[src/rtl/shift_reg_4_ctrl_if.sv]
// Word handshake between an upstream source and the shift_reg_4_ctrl serializer.
// The source drives din/dir/din_valid; the controller answers with din_ready.
interface shift_reg_4_ctrl_if;
  logic [3:0] din;
  logic       din_valid;
  logic       din_ready;
  logic       dir;

  modport master (output din, din_valid, dir, input din_ready);
  modport slave  (input din, din_valid, dir, output din_ready);
endinterface

[src/rtl/shift_reg_4_ctrl.sv]
// Sequencer for a 4-bit universal shift register: loads a word, paces four shifts
// and serializes it LSB- or MSB-first. Optional abort: define SHIFT_REG_4_CTRL_ABORT_EN.
module shift_reg_4_ctrl #(
  parameter int unsigned BIT_DIV = 4,
  parameter int unsigned CNT_W   = 8
) (
  input  logic              CLK,
  input  logic              Clear_b,
  shift_reg_4_ctrl_if.slave word,
  input  logic [3:0]        A_par,
  output logic              s1,
  output logic              s0,
  output logic [3:0]        I_par,
  output logic              MSB_in,
  output logic              LSB_in,
  output logic              ser_out,
  output logic              bit_strobe,
  output logic              busy,
  output logic              done
`ifdef SHIFT_REG_4_CTRL_ABORT_EN
  ,
  input  logic              abort,
  output logic              aborted
`endif
);

  typedef enum logic [2:0] {
    S_IDLE,
    S_LOAD,
    S_HOLD,
    S_SHIFT,
    S_DONE
`ifdef SHIFT_REG_4_CTRL_ABORT_EN
    ,
    S_ABORT
`endif
  } state_t;

  // With a one-cycle bit period there are no HOLD cycles: SHIFT repeats back to back.
  localparam bit                DIV1       = (BIT_DIV == 1);
  localparam int unsigned       PER_LAST_I = (BIT_DIV >= 2) ? BIT_DIV - 2 : 0;
  localparam logic [CNT_W-1:0]  PER_LAST   = CNT_W'(PER_LAST_I);

  state_t           state, state_nx;
  logic [3:0]       i_par_q;
  logic             dir_q;
  logic [1:0]       bit_cnt;
  logic [CNT_W-1:0] per_cnt;
  logic             ready_en;
  logic             accept;
  logic [1:0]       mode;
  logic             unused;

  // Only the two end bits of the register ever reach the serial line.
  assign unused = ^A_par[2:1];

  // din_ready waits for one clean edge out of reset before advertising IDLE.
  assign word.din_ready = (state == S_IDLE) && ready_en;
  assign accept         = word.din_ready && word.din_valid;

  assign MSB_in  = 1'b1;
  assign LSB_in  = 1'b1;
  assign {s1, s0} = mode;
  assign ser_out = busy ? (dir_q ? A_par[3] : A_par[0]) : 1'b1;

  // NOTE: sequential state uses non-blocking assignments so every flop samples pre-edge values.
  always_ff @(posedge CLK) begin
    if (!Clear_b) begin
      state    <= S_IDLE;
      i_par_q  <= 4'h0;
      dir_q    <= 1'b0;
      bit_cnt  <= 2'd0;
      per_cnt  <= '0;
      ready_en <= 1'b0;
    end else begin
      state    <= state_nx;
      ready_en <= 1'b1;
      if (accept) begin
        i_par_q <= word.din;
        dir_q   <= word.dir;
      end
      case (state)
        S_LOAD: begin
          bit_cnt <= 2'd0;
          per_cnt <= '0;
        end
        S_HOLD:  per_cnt <= per_cnt + CNT_W'(1);
        S_SHIFT: begin
          if (bit_cnt != 2'd3) bit_cnt <= bit_cnt + 2'd1;
          per_cnt <= '0;
        end
        default: ;
      endcase
    end
  end

  always_comb begin
    // NOTE: every signal written here gets a default first, so no path can infer a latch.
    state_nx   = state;
    mode       = 2'b00;
    I_par      = i_par_q;
    busy       = 1'b0;
    done       = 1'b0;
    bit_strobe = 1'b0;
`ifdef SHIFT_REG_4_CTRL_ABORT_EN
    aborted    = 1'b0;
`endif

    case (state)
      S_IDLE: begin
        if (accept) state_nx = S_LOAD;
      end
      S_LOAD: begin
        mode     = 2'b11;
        busy     = 1'b1;
        state_nx = DIV1 ? S_SHIFT : S_HOLD;
      end
      S_HOLD: begin
        busy       = 1'b1;
        bit_strobe = (per_cnt == '0);
        if (per_cnt == PER_LAST) state_nx = S_SHIFT;
      end
      S_SHIFT: begin
        busy       = 1'b1;
        mode       = dir_q ? 2'b10 : 2'b01;
        bit_strobe = DIV1;
        if (bit_cnt == 2'd3) state_nx = S_DONE;
        else                 state_nx = DIV1 ? S_SHIFT : S_HOLD;
      end
      S_DONE: begin
        done     = 1'b1;
        state_nx = S_IDLE;
      end
`ifdef SHIFT_REG_4_CTRL_ABORT_EN
      S_ABORT: begin
        // Reload all ones so the register, and hence the line, returns idle-high.
        mode     = 2'b11;
        I_par    = 4'hF;
        aborted  = 1'b1;
        state_nx = S_IDLE;
      end
`endif
      default: state_nx = S_IDLE;
    endcase

`ifdef SHIFT_REG_4_CTRL_ABORT_EN
    if (abort && (state == S_LOAD || state == S_HOLD || state == S_SHIFT))
      state_nx = S_ABORT;
`endif
  end

endmodule

[src/flat_wrapper.sv]
// flat-port wrapper written by rule: the top's interface ports become plain ports
module shift_reg_4_ctrl_flat 
#(
  parameter int unsigned BIT_DIV = 4,
  parameter int unsigned CNT_W   = 8
)
  (CLK, Clear_b, A_par, s1, s0, I_par, MSB_in, LSB_in, ser_out, bit_strobe, busy, done, word_din, word_din_valid, word_dir, word_din_ready);
  shift_reg_4_ctrl_if word_i ();
  input  logic CLK;
  input  logic Clear_b;
  input  logic [3:0] A_par;
  output logic s1;
  output logic s0;
  output logic [3:0] I_par;
  output logic MSB_in;
  output logic LSB_in;
  output logic ser_out;
  output logic bit_strobe;
  output logic busy;
  output logic done;
  input wire logic [$bits(word_i.din)-1:0] word_din;
  input wire logic [$bits(word_i.din_valid)-1:0] word_din_valid;
  input wire logic [$bits(word_i.dir)-1:0] word_dir;
  output wire logic [$bits(word_i.din_ready)-1:0] word_din_ready;
  assign word_i.din = word_din;
  assign word_i.din_valid = word_din_valid;
  assign word_i.dir = word_dir;
  assign word_din_ready = word_i.din_ready;
  shift_reg_4_ctrl #(.BIT_DIV(BIT_DIV), .CNT_W(CNT_W)) u_core (.CLK(CLK), .Clear_b(Clear_b), .word(word_i), .A_par(A_par), .s1(s1), .s0(s0), .I_par(I_par), .MSB_in(MSB_in), .LSB_in(LSB_in), .ser_out(ser_out), .bit_strobe(bit_strobe), .busy(busy), .done(done));
endmodule
[config.mk]
export PLATFORM = sky130hd
export DESIGN_NAME = shift_reg_4_ctrl_flat
export DESIGN_NICKNAME = d
export VERILOG_FILES = /design/src/rtl/shift_reg_4_ctrl_if.sv /design/src/rtl/shift_reg_4_ctrl.sv /design/src/flat_wrapper.sv
export SDC_FILE = /design/constraint.sdc
export NUM_CORES = 1
export LEC_CHECK = 0
export CORE_UTILIZATION = 40
export DETAILED_ROUTE_END_ITERATION = 6
export PLACE_DENSITY = 0.76
export SYNTH_ARGS = -nofsm -noshare
export SYNTH_HDL_FRONTEND = slang
export SYNTH_SLANG_ARGS = --single-unit
[constraint.sdc]
create_clock -name CLK -period 4.9 [get_ports CLK]
set_input_delay 1.47 -clock CLK [delete_from_list [all_inputs] [get_ports CLK]]
set_output_delay 1.47 -clock CLK [all_outputs]
set_load 0.01 [all_outputs]
==> reports/qor.log <==
[run_status] status finished, final reports clean
[yosys] combined area of all synthesized cells 963 um^2
[clock_network] count of instances resized after the clock tree is built 0
[yosys] mean instance size in the synthesized netlist 8.53 um^2
[yosys] proportion of synthesized area in mux cells 1.04%
[drt] detailed-routing iteration count for the pre-antenna-repair pass 5
[place] placed cell area 1160 um^2
[sta] number of slew-limit violations in the final report 0
[sta] worst setup skew after layout 0.00545 ns
[floorplan] number of top-level design ports 25
[grt] number of antenna violations at the first check in global routing 0
[floorplan] Placeable Area 2230 um^2
[pwr] internal cell power 0.212 mW
[setup_path] number of buffer and inverter instances along the worst setup path 2
[yosys] simple-gate share of the synthesized area 24.7%
[grt] wire length of the first global-routing pass 3690 um
[pwr] total net switching power 0.0691 mW
[pwr] sequential share of power 57.7%
[pwr] Sw Ratio 24.6%
[clock_network] register clock-pin slew on the reported worst setup and hold paths 0.10 ns
[min_path] type of the tightest min-delay check flop to flop
[yosys] complex-gate fraction of the synthesized area 22.1%
[yosys] fraction of synthesis flops using an asynchronous set or reset pin 0%
[clock_network] CTS hold repair buffers 0
[sta] Final min period 4.13 ns
[yosys] synthesis-stage register bit count 19
[clock_network] clock tree from TritonCTS done
[setup_path] CP max stage delay 0.48 ns
[sta] Total Negative Setup Slacks 0 ns
[min_path] worst hold path stage count 2
[cells_and_area] number of antenna diodes 0
[cells_and_area] cell area after layout 1190 um^2
[yosys] portion of the post-synthesis area used by sequential elements 39.5%
[cells_and_area] Storage cell area 380 um^2
[place] number of buffers added on ports 20
[cells_and_area] non-filler instance count after layout 159
[clock_network] root buffer cell sky130_fd_sc_hd__clkbuf_4
[pwr] power after layout 0.281 mW
[cells_and_area] area grow syn2layout 23.5%
[drt] Residual DRC 0
[grt] Congestion Overflow GR 0
[sta] setup repair after global routing missed its margin no
[pwr] pwr/cell area 236 nW/um^2
[drt] DRC violation total after the first TritonRoute iteration 23
[place] dpl hpwl 1550 um
[cells_and_area] count of filler cells inserted in the layout 209
[cells_and_area] NumNets Final 148
[floorplan] Initial Utilization 43.1%
[sta] ratio of final minimum period to clock period 84.2%
[setup_path] critical path arrival 2.66 ns
[grt] GRT Total Usage 18.7%
[setup_path] required time reported for the critical path endpoint 3.43 ns
[floorplan] die extent in y 51.1 um
[clock_network] H-Tree Depth 1
[floorplan] full die area 2610 um^2
[drt] per-cell routed wire length 12.8 um
[yosys] largest family of logic cells by synthesized area simple AND/OR/NAND/NOR gates
[clock_network] Clock Path Buffers 2
[cells_and_area] fraction of layout instances using a drive strength above 1 3.82%
[setup_path] type of element capturing the critical path output pin
[cells_and_area] Multi-input gate area 518 um^2
[setup_path] kind of critical path input pin to output pin
[drt] via-per-instance ratio 5.38
[drt] post-detailed-routing wire length 2030 um
[run] number of max-cap violations 0
[grt] number of global-route vias before repair 859
[pwr] logic gate share of total power 14.8%
[yosys] adder-cell area share of the yosys netlist 5.19%
[yosys] count of distinct cell types in the synthesized netlist 40
[pwr] static leakage 0.443 nW
[setup_path] Cell Chain, Critical Path clkdlybuf4s50_1, mux2i_1, nand2_1, clkdlybuf4s50_1
[setup_path] Crit. path cell count 4
[clock_network] clk sinks 19
[pwr] maximum resistive drop on vdd 198 uV
[setup_path] slowest stage cell on the critical path sky130_fd_sc_hd__clkdlybuf4s50_1
[floorplan] Horiz. Die Dim 51.1 um
[drt] vias 856
[clock_network] clock latency at the later pin of the worst-skew pair 0.30 ns
[yosys] Cells after Synth 113
[sta] achievable clock frequency 0.242 GHz
[yosys] prevailing post-synth register cell sky130_fd_sc_hd__dfxtp_1
[sta] number of failing hold endpoints at the final stage 0
[sta] transition time at the pin with the least slew margin 0.553 ns
[drt] Antenna Nets Post-Route 0
[yosys] yosys synthesis warning count 0
[sta] Max-Slew Margin vs Limit 63.0%
[clock_network] number of buffers added by the clock tree synthesis step 3
[grt] maximum number of pins on one net before global-route repair 13
[setup_path] largest driver fanout on the critical path 1
[sta] Setup-failing EPs final 0
[pwr] fraction of power consumed by the clock network 27.6%
[place] Placed Instances 155
[sta] final-layout worst hold slack 0.515 ns
[clock_network] buffer count from post-CTS setup fixing 0
[setup_path] element type at the critical path start input pin
[floorplan] row count 17
[place] gp weighted congestion 0.819
[setup_path] depth of the most critical reg-to-reg path 3
[setup_path] crit-path leading delay family buffers and inverters
[setup_path] library cell appearing most often on the critical path sky130_fd_sc_hd__clkdlybuf4s50_1
[yosys] Post-synth EDFFs 0
[yosys] XOR/XNOR Fraction of Synth Area 0%
-- worst paths after layout --
| path | from | end | slack (ns) |
|---|---|---|---|
| max | A_par[3] | ser_out | 0.77 |
| min | u_core.bit_cnt[1]$_SDFFE_PN0P_ | u_core.bit_cnt[1]$_SDFFE_PN0P_ | 0.51 |
| max reg2reg | u_core.state[1]$_SDFFE_PN0P_ | u_core.per_cnt[7]$_SDFFE_PN0P_ | 3.11 |
| min reg2reg | u_core.bit_cnt[1]$_SDFFE_PN0P_ | u_core.bit_cnt[1]$_SDFFE_PN0P_ | 0.51 |
-- cells by family after synthesis --
logic type               Yosys count
AO/OA/AOI/OAI                     33
adder cells (fa/ha/maj)            4
buffers and inverters             14
flip-flops                        19
multiplexers                       1
other                              1
AND/OR/NAND/NOR                   41
-- power groups by stage --
stage	clock [mW]	combinational, mW	sequential (mW)
6_report	0.0775	0.0416	0.162
5_1_grt	0.0842	0.0459	0.163
4_1_cts	0.0797	0.0418	0.162
3_5_place_dp	0	0.0415	0.166
3_3_place_gp	0	0.0406	0.166
2_1_floorplan	0	0.0233	0.165
-- cell type report --
class	instances	area share, %
tap	28	2.94
timing repair buffer	21	17.5
sequential	19	32.0
inverter	6	1.89
clock buffer	4	2.21
multi-input combinational	81	43.5
-- placed cells by master (no fill, tap or decap), types with 2 or more instances in the layout --
master                            instances
sky130_fd_sc_hd__o21ai_0                  4
sky130_fd_sc_hd__a21oi_1                 11
sky130_fd_sc_hd__o21a_1                   5
sky130_fd_sc_hd__clkbuf_4                 3
sky130_fd_sc_hd__ha_1                     4
sky130_fd_sc_hd__dfxtp_1                 19
sky130_fd_sc_hd__nor3_1                   3
sky130_fd_sc_hd__or3_1                    2
sky130_fd_sc_hd__and3_1                   5
sky130_fd_sc_hd__or4_1                    4
sky130_fd_sc_hd__nand3_1                  3
sky130_fd_sc_hd__a21boi_0                 4
sky130_fd_sc_hd__nand2_1                 11
sky130_fd_sc_hd__conb_1                   2
sky130_fd_sc_hd__nor3b_1                  2
sky130_fd_sc_hd__o31ai_1                  2
sky130_fd_sc_hd__clkdlybuf4s50_1         20
sky130_fd_sc_hd__inv_1                    6
-- Yosys cell counts (3+ instances only) --
cell | instances | area [um^2]
sky130_fd_sc_hd__a21boi_0 | 4 | 30.0
sky130_fd_sc_hd__ha_1 | 4 | 50.1
sky130_fd_sc_hd__nor3_1 | 3 | 15.0
sky130_fd_sc_hd__nand3_1 | 3 | 15.0
sky130_fd_sc_hd__nand2_1 | 11 | 41.3
sky130_fd_sc_hd__o21ai_0 | 4 | 20.0
sky130_fd_sc_hd__inv_1 | 6 | 22.5
sky130_fd_sc_hd__a21oi_1 | 11 | 55.1
sky130_fd_sc_hd__o21a_1 | 5 | 37.5
sky130_fd_sc_hd__clkbuf_1 | 3 | 11.3
sky130_fd_sc_hd__and3_1 | 5 | 31.3
sky130_fd_sc_hd__dfxtp_1 | 19 | 380
sky130_fd_sc_hd__or4_1 | 4 | 30.0
-- state kept, by name, summed over array words and instances (netlist names) --
signal	flops
u_core.per_cnt	8
u_core.I_par	4
u_core.state	3
u_core.bit_cnt	2
u_core.dir_q	1
u_core.ready_en	1
-- worst reg2reg max path, stage by stage, from the launching register on --
cell and delay (ns):
sky130_fd_sc_hd__dfxtp_1 0.53, sky130_fd_sc_hd__or3b_1 0.50, sky130_fd_sc_hd__or4_1 0.53, sky130_fd_sc_hd__a31oi_1 0.16
-- through the flow --
| step | worst slack, ns | util (%) |
|---|---|---|
| 2_1_floorplan | 1.75 | - |
| 3_3_place_gp | 0.816 | 52.1 |
| 3_5_place_dp | 0.771 | 52.1 |
| 4_1_cts | 0.771 | 53.3 |
| 5_1_grt | 0.742 | 53.3 |
| 6_report | 0.774 | 53.3 |
-- per-layer routing --
metal  global-route usage [%]  routed length (um)  vias up
li1                         -                   -      442
met1                     24.3                 916      390
met2                     31.4                1020       24
met3                     5.36                  92        0
met4                     2.31                   0        0
met5                        0                   0        -
Note: power is estimated with default switching activity, not from simulation.
